## src/rtl/alu_pkg.sv

```systemverilog
// Shared ALU/EX-stage definitions: controller operation codes and the
// multiply/divide unit state type.
package alu_pkg;

    localparam logic [3:0] ALU_AND  = 4'b0000;
    localparam logic [3:0] ALU_OR   = 4'b0001;
    localparam logic [3:0] ALU_ADD  = 4'b0010;
    localparam logic [3:0] ALU_SUB  = 4'b0110;
    localparam logic [3:0] ALU_SLT  = 4'b0111;

    localparam logic [3:0] OP_MUL   = 4'b1001;
    localparam logic [3:0] OP_DIV   = 4'b1010;
    localparam logic [3:0] OP_DIVU  = 4'b1011;
    localparam logic [3:0] OP_REM   = 4'b1100;
    localparam logic [3:0] OP_REMU  = 4'b1101;

    typedef enum logic [1:0] {IDLE, CALC, DONE} md_state_t;

    function automatic logic is_md_op(input logic [3:0] op);
        return op inside {OP_MUL, OP_DIV, OP_DIVU, OP_REM, OP_REMU};
    endfunction

endpackage

```

## src/rtl/muldiv_unit.sv

```systemverilog
// Iterative RV32M multiply/divide unit: one bit per cycle shift-add multiply and
// restoring divide sharing one accumulator and one shift register.
module muldiv_unit
    import alu_pkg::*;
#(
    parameter int unsigned WIDTH = 32
) (
    input  logic             clk,
    input  logic             rst_n,
    input  logic             start_i,
    input  logic [3:0]       op_i,
    input  logic [WIDTH-1:0] a_i,
    input  logic [WIDTH-1:0] b_i,
    input  logic             flush_i,
    output logic             busy_o,
    output logic             done_o,
    output logic [WIDTH-1:0] result_o
);

    localparam int unsigned CW = $clog2(WIDTH);

    md_state_t        state_q, state_d;
    logic [3:0]       op_q, op_d;
    logic [WIDTH-1:0] acc_q, acc_d;
    logic [WIDTH-1:0] sh_q, sh_d;
    logic [WIDTH-1:0] opb_q, opb_d;
    logic [WIDTH-1:0] result_q, result_d;
    logic [CW-1:0]    cnt_q, cnt_d;
    logic             qneg_q, qneg_d;
    logic             rneg_q, rneg_d;

    logic [WIDTH:0]   partial, trial;
    logic [WIDTH-1:0] acc_step, sh_step, final_res;
    logic [WIDTH-1:0] a_mag, b_mag;
    logic             signed_op, div_zero, div_ovf;

    // One iteration: MUL consumes the multiplier MSB-first from sh; divide shifts
    // the dividend out of sh while the quotient bits shift in at the bottom.
    always_comb begin
        partial = {acc_q, sh_q[WIDTH-1]};
        trial   = partial - {1'b0, opb_q};
        if (op_q == OP_MUL) begin
            acc_step = (acc_q << 1) + (sh_q[WIDTH-1] ? opb_q : '0);
            sh_step  = sh_q << 1;
        end else if (!trial[WIDTH]) begin
            acc_step = trial[WIDTH-1:0];
            sh_step  = {sh_q[WIDTH-2:0], 1'b1};
        end else begin
            acc_step = partial[WIDTH-1:0];
            sh_step  = {sh_q[WIDTH-2:0], 1'b0};
        end

        case (op_q)
            OP_MUL:  final_res = acc_step;
            OP_DIV:  final_res = qneg_q ? -sh_step : sh_step;
            OP_DIVU: final_res = sh_step;
            OP_REM:  final_res = rneg_q ? -acc_step : acc_step;
            default: final_res = acc_step;
        endcase
    end

    always_comb begin
        signed_op = (op_i == OP_DIV) || (op_i == OP_REM);
        a_mag     = (signed_op && a_i[WIDTH-1]) ? -a_i : a_i;
        b_mag     = (signed_op && b_i[WIDTH-1]) ? -b_i : b_i;
        div_zero  = (op_i != OP_MUL) && (b_i == '0);
        div_ovf   = signed_op && (a_i == {1'b1, {(WIDTH-1){1'b0}}}) && (b_i == '1);
    end

    always_comb begin
        state_d  = state_q;
        op_d     = op_q;
        acc_d    = acc_q;
        sh_d     = sh_q;
        opb_d    = opb_q;
        result_d = result_q;
        cnt_d    = cnt_q;
        qneg_d   = qneg_q;
        rneg_d   = rneg_q;

        if (flush_i) begin
            state_d = IDLE;
        end else begin
            unique case (state_q)
                IDLE: begin
                    if (start_i && is_md_op(op_i)) begin
                        op_d   = op_i;
                        acc_d  = '0;
                        cnt_d  = '0;
                        sh_d   = a_mag;
                        opb_d  = b_mag;
                        qneg_d = signed_op && (a_i[WIDTH-1] ^ b_i[WIDTH-1]);
                        rneg_d = signed_op && a_i[WIDTH-1];
                        if (div_zero) begin
                            result_d = (op_i == OP_DIV || op_i == OP_DIVU) ? '1 : a_i;
                            state_d  = DONE;
                        end else if (div_ovf) begin
                            result_d = (op_i == OP_DIV) ? a_i : '0;
                            state_d  = DONE;
                        end else begin
                            state_d  = CALC;
                        end
                    end
                end
                CALC: begin
                    acc_d = acc_step;
                    sh_d  = sh_step;
                    cnt_d = cnt_q + CW'(1);
                    if (cnt_q == CW'(WIDTH - 1)) begin
                        result_d = final_res;
                        state_d  = DONE;
                    end
                end
                DONE: state_d = IDLE;
                default: state_d = IDLE;
            endcase
        end
    end

    always_ff @(posedge clk or negedge rst_n) begin
        if (!rst_n) begin
            state_q  <= IDLE;
            op_q     <= '0;
            acc_q    <= '0;
            sh_q     <= '0;
            opb_q    <= '0;
            result_q <= '0;
            cnt_q    <= '0;
            qneg_q   <= 1'b0;
            rneg_q   <= 1'b0;
        end else begin
            state_q  <= state_d;
            op_q     <= op_d;
            acc_q    <= acc_d;
            sh_q     <= sh_d;
            opb_q    <= opb_d;
            result_q <= result_d;
            cnt_q    <= cnt_d;
            qneg_q   <= qneg_d;
            rneg_q   <= rneg_d;
        end
    end

    assign busy_o   = (state_q == CALC);
    assign done_o   = (state_q == DONE);
    assign result_o = result_q;

endmodule

```

## config.mk

```make
export PLATFORM = sky130hd
export DESIGN_NAME = muldiv_unit
export DESIGN_NICKNAME = d
export VERILOG_FILES = /design/src/rtl/alu_pkg.sv /design/src/rtl/muldiv_unit.sv
export SDC_FILE = /design/constraint.sdc
export NUM_CORES = 1
export LEC_CHECK = 0
export BUFFER_PORTS_ARGS = -buffer_cell sky130_fd_sc_hd__buf_2
export CAP_MARGIN = 25
export CORE_MARGIN = 10
export CORE_UTILIZATION = 30
export CTS_BUF_LIST = sky130_fd_sc_hd__clkbuf_16
export CTS_CLUSTER_DIAMETER = 150
export CTS_CLUSTER_SIZE = 20
export DETAILED_ROUTE_END_ITERATION = 12
export GPL_TIMING_DRIVEN = 0
export PLACE_DENSITY_LB_ADDON = 0.1
export SETUP_SLACK_MARGIN = 0.05
export SYNTH_ARGS = -nofsm -noshare
export SYNTH_HDL_FRONTEND = slang
export SYNTH_SLANG_ARGS = --single-unit
export TNS_END_PERCENT = 30
```

## constraint.sdc

```tcl
create_clock -name clk -period 7.7 [get_ports clk]
set_input_delay 2.31 -clock clk [delete_from_list [all_inputs] [get_ports clk]]
set_output_delay 2.31 -clock clk [all_outputs]
set_load 0.005 [all_outputs]
```

; ---- After elaboration in Yosys (flattened, before gate mapping)
; Index checks and enable logic that the tools add are counted.
; W data, S select, Z words.
[op_classes]
add_sub_neg = 7
n_eq_ne = 20
mux = 29
bitwise = 2
n_reduce_logical = 17
[ops]
columns = op, n
row1 = $mux W32, 15
row2 = $pmux W32 S2, 3
row3 = $neg A32 Y32, 4
row4 = $pmux W32 S3, 1
row5 = $eq A32 B32 Y1 const B, 2
row6 = $eq A4 B4 Y1 const B, 9
row7 = $sub A33 B32 Y33, 1
row8 = $add A32 B32 Y32, 1
row9 = $logic_not A32 Y1, 1
row10 = $mux W2, 5
row11 = $pmux W5 S2, 1
row12 = $logic_and A1 B1 Y1, 7
row13 = $ne A3 B3 Y1 const B, 2
row14 = $reduce_and A3 Y1, 2
row15 = $add A5 B1 Y5 const B, 1
row16 = $eq A5 B5 Y1 const B, 1
row17 = $mux W5, 1
row18 = $reduce_and A5 Y1, 1
row19 = $reduce_bool A5 Y1, 1
row20 = $ne A4 B4 Y1 const B, 1
row21 = $pmux W2 S2, 1
row22 = $ne A3 B2 Y1 const B, 1
row23 = $eq A2 B1 Y1 const B, 1
row24 = $eq A2 B2 Y1 const B, 1
row25 = other kinds (9), 11
[totals]
register_bits = 141
inputBits = 72
output_inout_bits = 34
elab_cells = 84

; ---- Longest topological paths before layout
[logic_depth]
word_depth = 9
depth_mapped = 24
mapped_depth_nobuf = 21

; ---- Worst setup path after synthesis
; Ideal clock, no wire load.
[synth_timing]
path_kind = input -> register
start = input a_i[7]
end = register result_q[19] (netlist: result_o[19])
setup_time_ns = 0.144
arrival_time_ns = 5.439
t_required_ns = 7.556
path_slack_ns = 2.117
path_stages = 11
n_path_buf = 3
path_cell_list = or4_1 -> or3_1 -> nor3_1 -> nand3_1 -> o211a_1 -> or3_1 -> clkbuf_1 -> clkbuf_1 -> clkbuf_1 -> a221oi_1 -> o221ai_1
[synth_via]
elab_chain_len = 5
[synth_lines]
columns = item, line
row1 = "start, declared", muldiv_unit.sv:12  ; input logic [WIDTH-1:0] a_i,
row2 = $eq A32 B32 Y1, muldiv_unit.sv:67  ; div_ovf = signed_op && (a_i == {1'b1, {(WIDTH-1){1'b0}}}) && (b_i == '1);
row3 = $logic_and A1 B1 Y1 (2 in a row), muldiv_unit.sv:67
row4 = $ne A3 B3 Y1 (no line), --
row5 = $reduce_and A5 Y1 (no line), --
row6 = "end signal, assigned", muldiv_unit.sv:137  ; result_q <= result_d;
row7 = "end, declared", muldiv_unit.sv:27  ; logic [WIDTH-1:0] result_q, result_d;
; No other way between the ends.
; A chain may end at the register's enable or synchronous reset.

; ---- Worst setup path in the final report
[layout_timing]
start = register sh_q[31]
end = register result_q[26] (netlist: result_o[26])
[layout_via]
elab_chain_len = 8
word_cells_on_any_way = 14
classes_between = 4 x add/sub / 10 x mux
[layout_lines]
columns = item, line
row1 = "start, declared", muldiv_unit.sv:25  ; logic [WIDTH-1:0] sh_q, sh_d;
row2 = "start signal, assigned", muldiv_unit.sv:125  ; sh_q <= '0;
row3 = "start signal, assigned", muldiv_unit.sv:135  ; sh_q <= sh_d;
row4 = $sub A33 B32 Y33 or $mux W32 (tied branches), "muldiv_unit.sv:41, muldiv_unit.sv:43"
row5 = $mux W32 (tied with other cells), muldiv_unit.sv:45  ; end else if (!trial[WIDTH]) begin
row6 = $mux W32 or $mux W1 (tied branches), muldiv_unit.sv:42  ; if (op_q == OP_MUL) begin
row7 = $neg A32 Y32 (on tied branches), "muldiv_unit.sv:57, muldiv_unit.sv:55"
row8 = $mux W32 (on tied branches), "muldiv_unit.sv:57, muldiv_unit.sv:55"
row9 = $pmux W32 S3 (*), muldiv_unit.sv:53  ; case (op_q)
row10 = $mux W32 (*), muldiv_unit.sv:109  ; if (cnt_q == CW'(WIDTH - 1)) begin
row11 = $pmux W32 S2 (*), muldiv_unit.sv:84  ; unique case (state_q)
; Mark *: on every way between the ends. The rest lies on a longest branch, timed or not. The select of a mux whose other input is x is not followed.

==> results.yml <==
timing:
  timing.setup.tns_ps: 0
  post-route-min-period_ps: 7310
  tightest_slew_ps: 1160
  rsz0062_at_grt: "false"
  fin_crit_sh: 0.949
  final-hold-violation-count: 0
  setup-violations-final: 0
  fin_worst_skew_ps: 17.7
  worst_slack_ps: 393
  relSlewSlack: 0.229
  fmax_mhz: 137
  finalMaxSlewViolations: 0
  timing.hold.ws_ps: 475
cts:
  clockBufferDepth: 2
  cts.sinks: 141
  cts_tree: "yes"
  clock_latency_ps: 470
  root_buffer: "clkbuf_16"
  hold_buffers: 0
  htreeDepth: 4
  clkSlewWorstSetupHoldPaths_ps: 60
  cts_buffers: 17
grt:
  grt.busiest_layer: "met2"
  gr-total-overflow: 0
  grtUsageTotal: 0.223
  grt_pass1_vias: 14600
  grt_max_degree: 84
  antenna_found_initial: 0
  met1_usage: 0.317
  met2_usage: 0.339
  grt_util_met3: 0.0360
  grt_pass1_wl_um: 95600
floorplan:
  std_cell_rows: 78
  chipWidth_um: 235
  io_pins: 106
  die_h_um: 235
  core_um2: 45500
  die-area_um2: 55100
  start_util: 0.304
power_and_ir_drop:
  ir_drop_uv: 227
  power_density_nw_per_um2: 521
  p_leak_nw: 6.52
setup_path:
  crit_type: "register to register"
  cp.arrival_ps: 7630
  regToRegStartpoint: "sh_q[31]$_DFFE_PN0P_"
  worst_setup_path_start_kind: "register"
  worstPathRequired_ps: 8030
  critPathCaptureType: "register"
  worstReg2RegEnd: "result_o[26]$_DFFE_PN0P_"
  r2r_setup_slack_ps: 390
  crit_path_max_fanout: 10
  reg2reg_depth: 23
placed_design:
  post-place-ws_ps: 342
  placed_cells: 2570
  gp_congestion: 0.953
  dp_hpwl_um: 52000
  port_buffers: 105
logic_synthesis:
  seq_area_frac_synth: 0.255
  synth_edf_count: 0
  post-synth-top-area-cell: "dfrtp_1"
  syn-instance-count: 1863
  syn-cell-area_um2: 13800
  async_flop_share: 1.00
  ys_warn_count: 0
  avgSynthCellArea_um2: 7.42
  ys_seq_elements: 141
  ys_top_cells_by_area: "dfrtp_1, o21ai_0, a21oi_1"
  syn-num-nets: 2007
  synth-main-ff-cell: "dfrtp_1"
  yosysTopAreaCellShare: 0.255
  synthDistinctLibCells: 82
final_layout:
  area_growth_pct: 13.7
  most-common-layout-cells: "nand2_1, o21ai_0, a21oi_1"
  drive_above_1_share: 0.0904
  instances_no_fill: 2604
  nNetsFinal: 2134
  post-route-util: 0.346
  fillerInstances: 4985
  final_common_cell: "nand2_1"
detailed_routing:
  routedWlPerCell_um: 24.6
  postRouteAntennaNets: 0
  num_vias: 15100
  drt-pass1-iter-count: 6
  vias_per_cell: 5.82
  drc: 0
  drt_wl_total_um: 64100
  drt_iter0_drc: 1369
min_path:
  min_path_cells: 2
  min_to: "result_o[16]$_DFFE_PN0P_"
  hp-start: "result_o[16]$_DFFE_PN0P_"
  worstHoldPathType: "register to register"
run:
  max_cap_violations: 0
outcome:
  status: "completed"
==> registers in the layout, indices dropped and copies added, names as in the netlist <==
signal and cells:
opb_q 32, cnt_q 5, sh_q 32, qneg_q 1, state_q 2, acc_q 32
op_q 4, result_o 32, rneg_q 1
==> cells in the mapped netlist, types with 32 or more instances <==
master	number
xnor2_1	78
nor3_1	55
o21ai_0	191
clkbuf_1	90
nand3_1	32
a21oi_1	188
o31ai_1	44
nand2_1	236
nor2_1	170
xor2_1	63
dfrtp_1	141
ha_1	70
inv_1	58
==> where the power goes <==
group          switching (mW)  internal, mW  leakage, nW
Combinational            3.98          1.92         4.42
Clock                   0.373         0.475        0.279
Sequential              0.391          1.05         1.82
==> what timing repair did <==
action / 4_1_cts / 5_1_grt
hold endpoints to repair: 0 / 0
buffers inserted: 0 / 0
endpoints found under the setup margin: 0 / 2
resized for setup: 0 / 2
==> final cells by class <==
cell class | count | area (um^2) | share of cell area
Tap cell | 600 | 751 | 0.0477
Multi-Input combinational cell | 1556 | 9650 | 0.613
Buffer | 106 | 428 | 0.0272
Clock inverter | 15 | 146 | 0.00931
Antenna cell | 1 | 2.50 | 0.000159
Inverter | 60 | 225 | 0.0143
Sequential cell | 141 | 3530 | 0.224
Clock buffer | 17 | 425 | 0.0271
Timing Repair Buffer | 108 | 572 | 0.0364
==> metal layers <==
| metal | share of wire | vias up |
|---|---|---|
| met3 | 0.059 | 72 |
| met2 | 0.44 | 517 |
| li1 | - | 7094 |
| met4 | 0.023 | 0 |
| met1 | 0.48 | 7462 |
| met5 | 0 | - |
==> worst max-delay path, stage by stage, from the launching register on <==
cell       delay [ps]
dfrtp_1           490
inv_1             290
clkbuf_2          330
ha_1              240
inv_1              60
fa_1              410
a21o_1            210
a221o_1           370
a21o_1            260
o2111ai_2         290
o211a_1           290
buf_6             190
buf_2             360
clkbuf_1          500
a211oi_1          160
a21oi_1           390
ha_1              290
o211ai_1          200
or3_1             500
or3_1             320
buf_2             180
o311a_1           300
a311oi_1          410
o21ai_1           120
==> kinds of logic (layout without fill, tap and decap cells) <==
kind of cell / Yosys count / count (layout) / synth area share
AOI/OAI and AO/OA: 667 / 667 / 0.305
other: 0 / 1 / 0
xor gates and xnor gates: 141 / 141 / 0.0893
buffers and inverters: 166 / 306 / 0.0471
DFF: 141 / 141 / 0.255
muxes: 23 / 23 / 0.0174
adders and majority gates: 72 / 72 / 0.0662
and+or+nand+nor: 653 / 653 / 0.220
==> metrics by stage <==
step	total power, mW	cell area (um^2)
2_1_floorplan	5.15	13800
3_3_place_gp	7.19	15100
6_report	8.19	15700
4_1_cts	8.09	15700
5_1_grt	8.76	15700
3_5_place_dp	7.21	15100
==> worst max-delay path by stage <==
stage                               startpoint                        to  slack (ps)  cells after the start
after floorplan                         a_i[7]  result_o[19]$_DFFE_PN0P_        2120                     11
after global placement    sh_q[31]$_DFFE_PN0P_  result_o[26]$_DFFE_PN0P_         360                     23
after detailed placement  sh_q[31]$_DFFE_PN0P_  result_o[26]$_DFFE_PN0P_         340                     23
after CTS                 sh_q[31]$_DFFE_PN0P_  result_o[26]$_DFFE_PN0P_         290                     23
after global routing      sh_q[31]$_DFFE_PN0P_  result_o[26]$_DFFE_PN0P_         150                     23
final                     sh_q[31]$_DFFE_PN0P_  result_o[26]$_DFFE_PN0P_         390                     23
Note: power is estimated with default switching activity, not from simulation.
